[config.mk]
export PLATFORM = sky130hd
export DESIGN_NAME = chunked_add_ctrl
export DESIGN_NICKNAME = d
export VERILOG_FILES = /design/src/rtl/chunked_add_ctrl.sv
export SDC_FILE = /design/constraint.sdc
export NUM_CORES = 1
export LEC_CHECK = 0
export ABC_AREA = 0
export CORE_MARGIN = 4
export CORE_UTILIZATION = 43
export CTS_CLUSTER_DIAMETER = 30
export DETAILED_ROUTE_END_ITERATION = 8
export PLACE_DENSITY = 0.68
export SYNTH_ARGS = -nofsm -noshare
export SYNTH_HDL_FRONTEND = slang
export SYNTH_SLANG_ARGS = --single-unit
[constraint.sdc]
create_clock -name clk -period 5.8 [get_ports clk]
set_clock_uncertainty 0.2 [all_clocks]
set_input_delay 0.87 -clock clk [delete_from_list [all_inputs] [get_ports clk]]
set_output_delay 0.87 -clock clk [all_outputs]
set_load 0.01 [all_outputs]
[src/rtl/chunked_add_ctrl.sv]
// -----------------------------------------------------------------------------
// chunked_add_ctrl
//   Multi-cycle add engine. One operand pair plus carry-in is accepted per
//   valid/ready handshake. The engine then adds CHUNK bits per cycle through a
//   narrow ripple slice, passing the carry from slice to slice. The result is
//   presented on a valid/ready output port. This trades latency for a short
//   carry chain in each cycle.
//
// Ports
//   clk        in   1      rising-edge clock
//   rst        in   1      asynchronous active-high reset
//   in_valid   in   1      operand pair available
//   in_ready   out  1      engine can accept operands (state IDLE)
//   a          in   WIDTH  operand A
//   b          in   WIDTH  operand B
//   cin        in   1      carry into bit 0
//   out_valid  out  1      sum/cout/ovf valid (state DONE)
//   out_ready  in   1      consumer takes the result
//   sum        out  WIDTH  a + b + cin, modulo 2^WIDTH
//   cout       out  1      carry out of bit WIDTH-1
//   ovf        out  1      signed overflow of the add
//   busy       out  1      state != IDLE
// -----------------------------------------------------------------------------
module chunked_add_ctrl #(
    parameter int WIDTH = 32,
    parameter int CHUNK = 8
) (
    input  logic             clk,
    input  logic             rst,
    input  logic             in_valid,
    output logic             in_ready,
    input  logic [WIDTH-1:0] a,
    input  logic [WIDTH-1:0] b,
    input  logic             cin,
    output logic             out_valid,
    input  logic             out_ready,
    output logic [WIDTH-1:0] sum,
    output logic             cout,
    output logic             ovf,
    output logic             busy
);

    localparam int NCHUNK = WIDTH / CHUNK;
    // Keep the index at least one bit wide so NCHUNK == 1 still elaborates.
    localparam int IDX_W = (NCHUNK > 1) ? $clog2(NCHUNK) : 1;
    localparam logic [IDX_W-1:0] LAST_IDX = IDX_W'(NCHUNK - 1);

    generate
        if ((WIDTH % CHUNK) != 0) begin : g_bad_chunk
            $error("chunked_add_ctrl: WIDTH must be a multiple of CHUNK");
        end
    endgenerate

    typedef enum logic [1:0] {
        IDLE = 2'd0,
        RUN  = 2'd1,
        DONE = 2'd2
    } state_t;

    state_t           state_q, state_d;
    logic [IDX_W-1:0] idx_q, idx_d;
    logic             carry_q, carry_d;
    logic [WIDTH-1:0] sum_q, sum_d;
    logic             cout_q, cout_d;
    logic             ovf_q, ovf_d;

    // Working operand/partial-sum registers carry no control meaning and are
    // always written before being read, so they are left without reset.
    logic [WIDTH-1:0] a_w_q, a_w_d;
    logic [WIDTH-1:0] b_w_q, b_w_d;
    logic [WIDTH-1:0] sum_w_q, sum_w_d;

    // One CHUNK-bit ripple slice; bit CHUNK is the carry into the next slice.
    logic [CHUNK:0] slice;

    always_comb begin
        slice = {1'b0, a_w_q[idx_q*CHUNK +: CHUNK]}
              + {1'b0, b_w_q[idx_q*CHUNK +: CHUNK]}
              + (CHUNK+1)'(carry_q);
    end

    always_comb begin
        state_d = state_q;
        idx_d   = idx_q;
        carry_d = carry_q;
        sum_d   = sum_q;
        cout_d  = cout_q;
        ovf_d   = ovf_q;
        a_w_d   = a_w_q;
        b_w_d   = b_w_q;
        sum_w_d = sum_w_q;

        unique case (state_q)
            IDLE: begin
                if (in_valid) begin
                    a_w_d   = a;
                    b_w_d   = b;
                    carry_d = cin;
                    idx_d   = '0;
                    state_d = RUN;
                end
            end
            RUN: begin
                sum_w_d[idx_q*CHUNK +: CHUNK] = slice[CHUNK-1:0];
                carry_d = slice[CHUNK];
                idx_d   = idx_q + 1'b1;
                if (idx_q == LAST_IDX) begin
                    // Final slice: publish the complete result in one step so
                    // the outputs only ever change on entry to DONE.
                    sum_d   = sum_w_d;
                    cout_d  = slice[CHUNK];
                    ovf_d   = (a_w_q[WIDTH-1] == b_w_q[WIDTH-1]) &&
                              (sum_w_d[WIDTH-1] != a_w_q[WIDTH-1]);
                    idx_d   = '0;
                    state_d = DONE;
                end
            end
            DONE: begin
                // Returning to IDLE here means a new operand can only be
                // accepted on the following cycle.
                if (out_ready) begin
                    state_d = IDLE;
                end
            end
            default: begin
                state_d = IDLE;
            end
        endcase
    end

    always_ff @(posedge clk or posedge rst) begin
        if (rst) begin
            state_q <= IDLE;
            idx_q   <= '0;
            carry_q <= 1'b0;
            sum_q   <= '0;
            cout_q  <= 1'b0;
            ovf_q   <= 1'b0;
        end else begin
            state_q <= state_d;
            idx_q   <= idx_d;
            carry_q <= carry_d;
            sum_q   <= sum_d;
            cout_q  <= cout_d;
            ovf_q   <= ovf_d;
        end
    end

    always_ff @(posedge clk) begin
        a_w_q   <= a_w_d;
        b_w_q   <= b_w_d;
        sum_w_q <= sum_w_d;
    end

    // Handshake outputs decode the state register directly, so an async reset
    // in DONE drops out_valid immediately.
    assign in_ready  = (state_q == IDLE);
    assign out_valid = (state_q == DONE);
    assign busy      = (state_q != IDLE);
    assign sum       = sum_q;
    assign cout      = cout_q;
    assign ovf       = ovf_q;

endmodule

== Word-level counts from Yosys, hierarchy flattened ==
Index checks and enable logic that the tools add are counted.
Cells by class
  shift operators: 4
  add/sub/neg operators: 4
  mux-type cells: 10
  reductions and logical operators: 8
  equality and inequality tests: 8
Operator list (number)
  32-bit by 6-bit variable part select with 8-bit output: 2
  5-bit negator with 34-bit output: 1
  8-bit by 34-bit variable shift with 32-bit output, first input constant: 1
  8-bit by 34-bit variable part select with 32-bit output: 1
  32-bit bitwise mux: 1
  2-bit two-way mux: 5
  8-bit by 8-bit adder with 9-bit output: 1
  9-bit by 1-bit adder with 9-bit output: 1
  2-bit case mux with 3 select lines: 1
  2-bit AND reduction: 3
  2-bit == test, second input constant: 2
  2-bit inequality test, second input constant: 2
  2-bit case mux with 2 select lines: 1
  2-bit nonzero test: 2
  3-bit AND reduction: 1
  2-bit by 1-bit adder with 2-bit output, second input constant: 1
  2-bit by 1-bit == test with 1-bit output, second input constant: 1
  2-bit zero test: 1
  2-bit by 1-bit inequality test with 1-bit output, second input constant: 1
  1-bit case mux with 2 select lines: 1
  1-bit == test: 1
  1-bit logical AND: 1
  1-bit two-way mux: 1
  1-bit inequality test: 1
Storage, ports and cells
  register bits after elaboration: 135
  output and inout bits: 37

== Longest topological paths before layout ==
  depth after elaboration: 7
  depth in mapped cells: 11

== Least setup slack after synthesis ==
OpenSTA, ideal clock, no wires.
  path type: flip-flop to flip-flop
  start: reg idx_q[0]
  end: reg ovf_q (netlist: ovf)
  data required time: 5472 ps
  arrival time: 3021 ps
  period minus slack after synthesis: 3348 ps
  slack: 2452 ps
  setup time: 128 ps
  stages on the path, launching flop included: 10
  cell sequence: dfrtp_1 > buf_2 > buf_2 > mux4_2 > ha_1 > o211a_1 > o31a_4 > o31a_1 > a32oi_2 > mux2_1
Between the ends
  longest elaborated chain between the ends: 7
Ends and longest elaborated chain
  from (decl): line 61  | logic [IDX_W-1:0] idx_q, idx_d;
  from (signal assigned): line 141  | idx_q <= idx_d;
  32-bit by 6-bit variable part select with 8-bit output, on equally long branches: line 77, 78
  8-bit by 8-bit adder with 9-bit output: line 78  | + {1'b0, b_w_q[idx_q*CHUNK +: CHUNK]}
  9-bit by 1-bit adder with 9-bit output: line 79  | + (CHUNK+1)'(carry_q);
  8-bit by 34-bit variable part select with 32-bit output: line 104  | sum_w_d[idx_q*CHUNK +: CHUNK] = slice[CHUNK-1:0];
  32-bit bitwise mux: line 104
  1-bit inequality test: line 113  | (sum_w_d[WIDTH-1] != a_w_q[WIDTH-1]);
  1-bit logical AND: line 112  | ovf_d = (a_w_q[WIDTH-1] == b_w_q[WIDTH-1]) &&
  to (signal assigned): line 145  | ovf_q <= ovf_d;
  to (decl): line 65  | logic ovf_q, ovf_d;
Parallel ways exist; a longest one is shown, timed or not.
A chain may end at the register's enable or synchronous reset.

== Worst setup path in the final report ==
Ends and elaborated chain as after synthesis.

==> run summary <==
status = finished clean
Starting Density = 44.3%
delay-heaviest family, CP = compound AO/OA/AOI/OAI gates
Worst-Margin Slew = 880 ps
CTS tree = built
Max clock buf depth = 2
layout cells sized above 1 = 14.7%
predominant post-synthesis flop cell = edfxtp_1
I/O pin cnt = 106
Final Max Slew Viols = 0
DR iter-0 viols = 268
Post-CTS Setup Inserts = 0
port bufs = 105
area post-placement = 6890 sq um
Worst Path Arrival = 3920 ps
Max stage delay on crit path = 780 ps
post-synth top area share = 51.2%
synth warn = 0
Cells after Synth = 359
Yosys reg bits = 135
Max Cap Viol = 0
Buf/Inv on CP = 1
EDFF count, synth = 96
clock root buffer = clkbuf_16
worst setup path end = ovf
synth top area cells = edfxtp_1, dfrtp_1, mux4_2
Power per Cell Area = 625 nW/um^2
post-route setup TNS = 0 ps
worst vdd ir = 0.302 mV
Area growth, synth to finish = 33.5%
final std cells w/o fill = 662
ys async rst share = 28.9%
Mapped Area = 5640 sq um
Crit. End Element = register
post_cts resized = 0
Distinct cells, synth = 44
reg2reg setup slack = 1980 ps
# setup viols final = 0
layout net count = 561
Worst Setup Slack, final = 1980 ps
RSZ-0062 raised after global routing = no
worst r2r src = idx_q[0]
worst hold slack = 279 ps
Worst Path Required = 5900 ps
reg2reg path depth = 8
maximum fanout along the worst path = 13
# diodes = 0
number of global-route vias before repair = 3851
post-synthesis sequential area ratio = 68.5%
max frequency = 262 MHz
pre-CTS setup slack = 1960 ps
Worst R2R End = ovf
final WL = 12.2 mm
Final period util = 65.9%
CP Launch Type = register
vias per cell = 5.33
number of CTS-inserted buffers = 17
Synth Area per Inst = 15.7 sq um
routed len/inst = 18.5 um
fin crit period = 3820 ps
clock latency on the worst-skew pair = 420 ps
Die X = 122 um
total number of vias = 3528
total stage count of the critical path = 8
Remaining DRCs = 0
crit-path cells = buf_4 > mux4_2 > ha_1 > nor2b_1 > o31a_4 > o31a_1 > a32oi_2 > mux2_1
Setup CP Type = reg -> reg
first-pass GRT wire length = 19.5 mm
CTS Hold Bufs = 0
Relative slew margins = 41.3%
Static Leak = 2.91 nW
CP Launch Point = idx_q[0]
Pre-antenna DRT Iters = 5
initial antenna violation count = 0
DP HPWL = 8.80 mm
DRT antenna net count = 0
largest net degree at the start of global routing = 65
Clock transition at path regs = 60 ps
Clock Sinks = 135
Final GP Congestion = 0.838
slowest CP cell = dfrtp_1
cell taking the most area after synthesis = edfxtp_1
Remaining Overflow, GRT = 0
Cell Rows = 41
syn nets = 443
gr usage total = 17.5%
htree depth = 4
total die area = 15000 sq um
Hold/Removal Path Class = reg -> reg
Finished Cell Area = 7520 sq um
final hold violation count = 0
placed insts = 630
Core Footprint = 12700 sq um
die height = 122 um
[sequential cells by signal, indices dropped and copies added, names as in the netlist]
signal / flops
a_w_q: 32
b_w_q: 32
carry_q: 1
cout: 1
idx_q: 2
ovf: 1
state_q: 2
sum: 32
sum_w_q: 32
[per-layer routing]
metal | routed length (um) | up-vias | global-route usage [%] | part of all wire, %
met5 | 0 | - | 0 | 0
met4 | 336 | 0 | 8.89 | 2.7
met3 | 852 | 27 | 6.04 | 7.0
met2 | 5960 | 143 | 27.8 | 49
met1 | 5100 | 1732 | 21.3 | 42
li1 | - | 1626 | - | -
[synth_stat cells, drive strengths merged (2+ instances only)]
| library cell | instances |
|---|---|
| ha | 13 |
| mux2 | 17 |
| a21oi | 8 |
| mux4 | 16 |
| o21ai | 25 |
| edfxtp | 96 |
| or3 | 2 |
| o31ai | 6 |
| clkbuf | 4 |
| nand2 | 21 |
| xor2 | 2 |
| o31a | 2 |
| nand3 | 4 |
| buf | 7 |
| inv | 27 |
| dfrtp | 39 |
| and3 | 2 |
| o2bb2ai | 9 |
| a31oi | 2 |
| nor2b | 3 |
| fa | 2 |
| nor2 | 13 |
| a21o | 4 |
| a32oi | 10 |
| nand2b | 2 |
| o21a | 2 |
| a22o | 9 |
[metrics by stage]
| step | total power [mW] | utilization [%] |
|---|---|---|
| 5_1_grt | 4.98 | 59.1 |
| 2_1_floorplan | 2.85 | - |
| 6_report | 4.70 | 59.1 |
| 3_5_place_dp | 3.57 | 54.1 |
| 3_3_place_gp | 3.49 | 54.1 |
| 4_1_cts | 4.73 | 59.1 |
[cell families after synthesis]
| logic type | Yosys count | synth area share [%] |
|---|---|---|
| adder cells (fa/ha/maj) | 15 | 3.60 |
| XOR/XNOR | 2 | 0.311 |
| multiplexers | 33 | 9.79 |
| AND/OR/NAND/NOR | 52 | 4.35 |
| AO/OA/AOI/OAI | 83 | 10.7 |
| flip-flops | 135 | 68.5 |
| buffers and inverters | 39 | 2.78 |
[cell usage in the layout, fill, tap and decap left out, types with 13 or more instances in the layout]
cell type,netlist,layout
clkbuf_16,0,17
nand2_1,21,21
edfxtp_1,96,96
dfrtp_1,39,39
clkdlybuf4s50_1,0,105
o21ai_0,24,24
nor2_1,13,13
inv_1,27,26
ha_1,13,13
mux4_2,16,16
mux2_2,16,16
[power breakdown]
part | leakage (nW) | internal, mW | switching (mW) | total (mW)
logic | 1.19 | 0.825 | 1.07 | 1.89
registers | 1.41 | 1.48 | 0.178 | 1.65
clock network | 0.302 | 0.755 | 0.396 | 1.15
[worst min-delay path by stage]
stage                 from     endpoint  slack (ps)  depth (start not counted)
2_1_floorplan  sum_w_q[11]  sum_w_q[11]         300                          2
3_3_place_gp       sum[23]      sum[23]         260                          2
3_5_place_dp       sum[29]      sum[29]         270                          2
4_1_cts            sum[29]      sum[29]         290                          2
5_1_grt            sum[29]      sum[29]         310                          2
6_report            sum[3]       sum[3]         280                          2
[cell type report]
type,count,area (sq um)
clock buffers,17,425
clock inverters,15,208
fillers,1032,5200
inverters,28,105
multi-input cells,185,1620
flip-flops and latches,135,3860
well taps,172,215
repair buffers,110,1090
[worst min-delay path, stage by stage (launching register included)]
cell     delay [ps]
dfrtp_1         340
nand2_1          50
o21ai_0          60
Power figures use the tool's default switching activity.
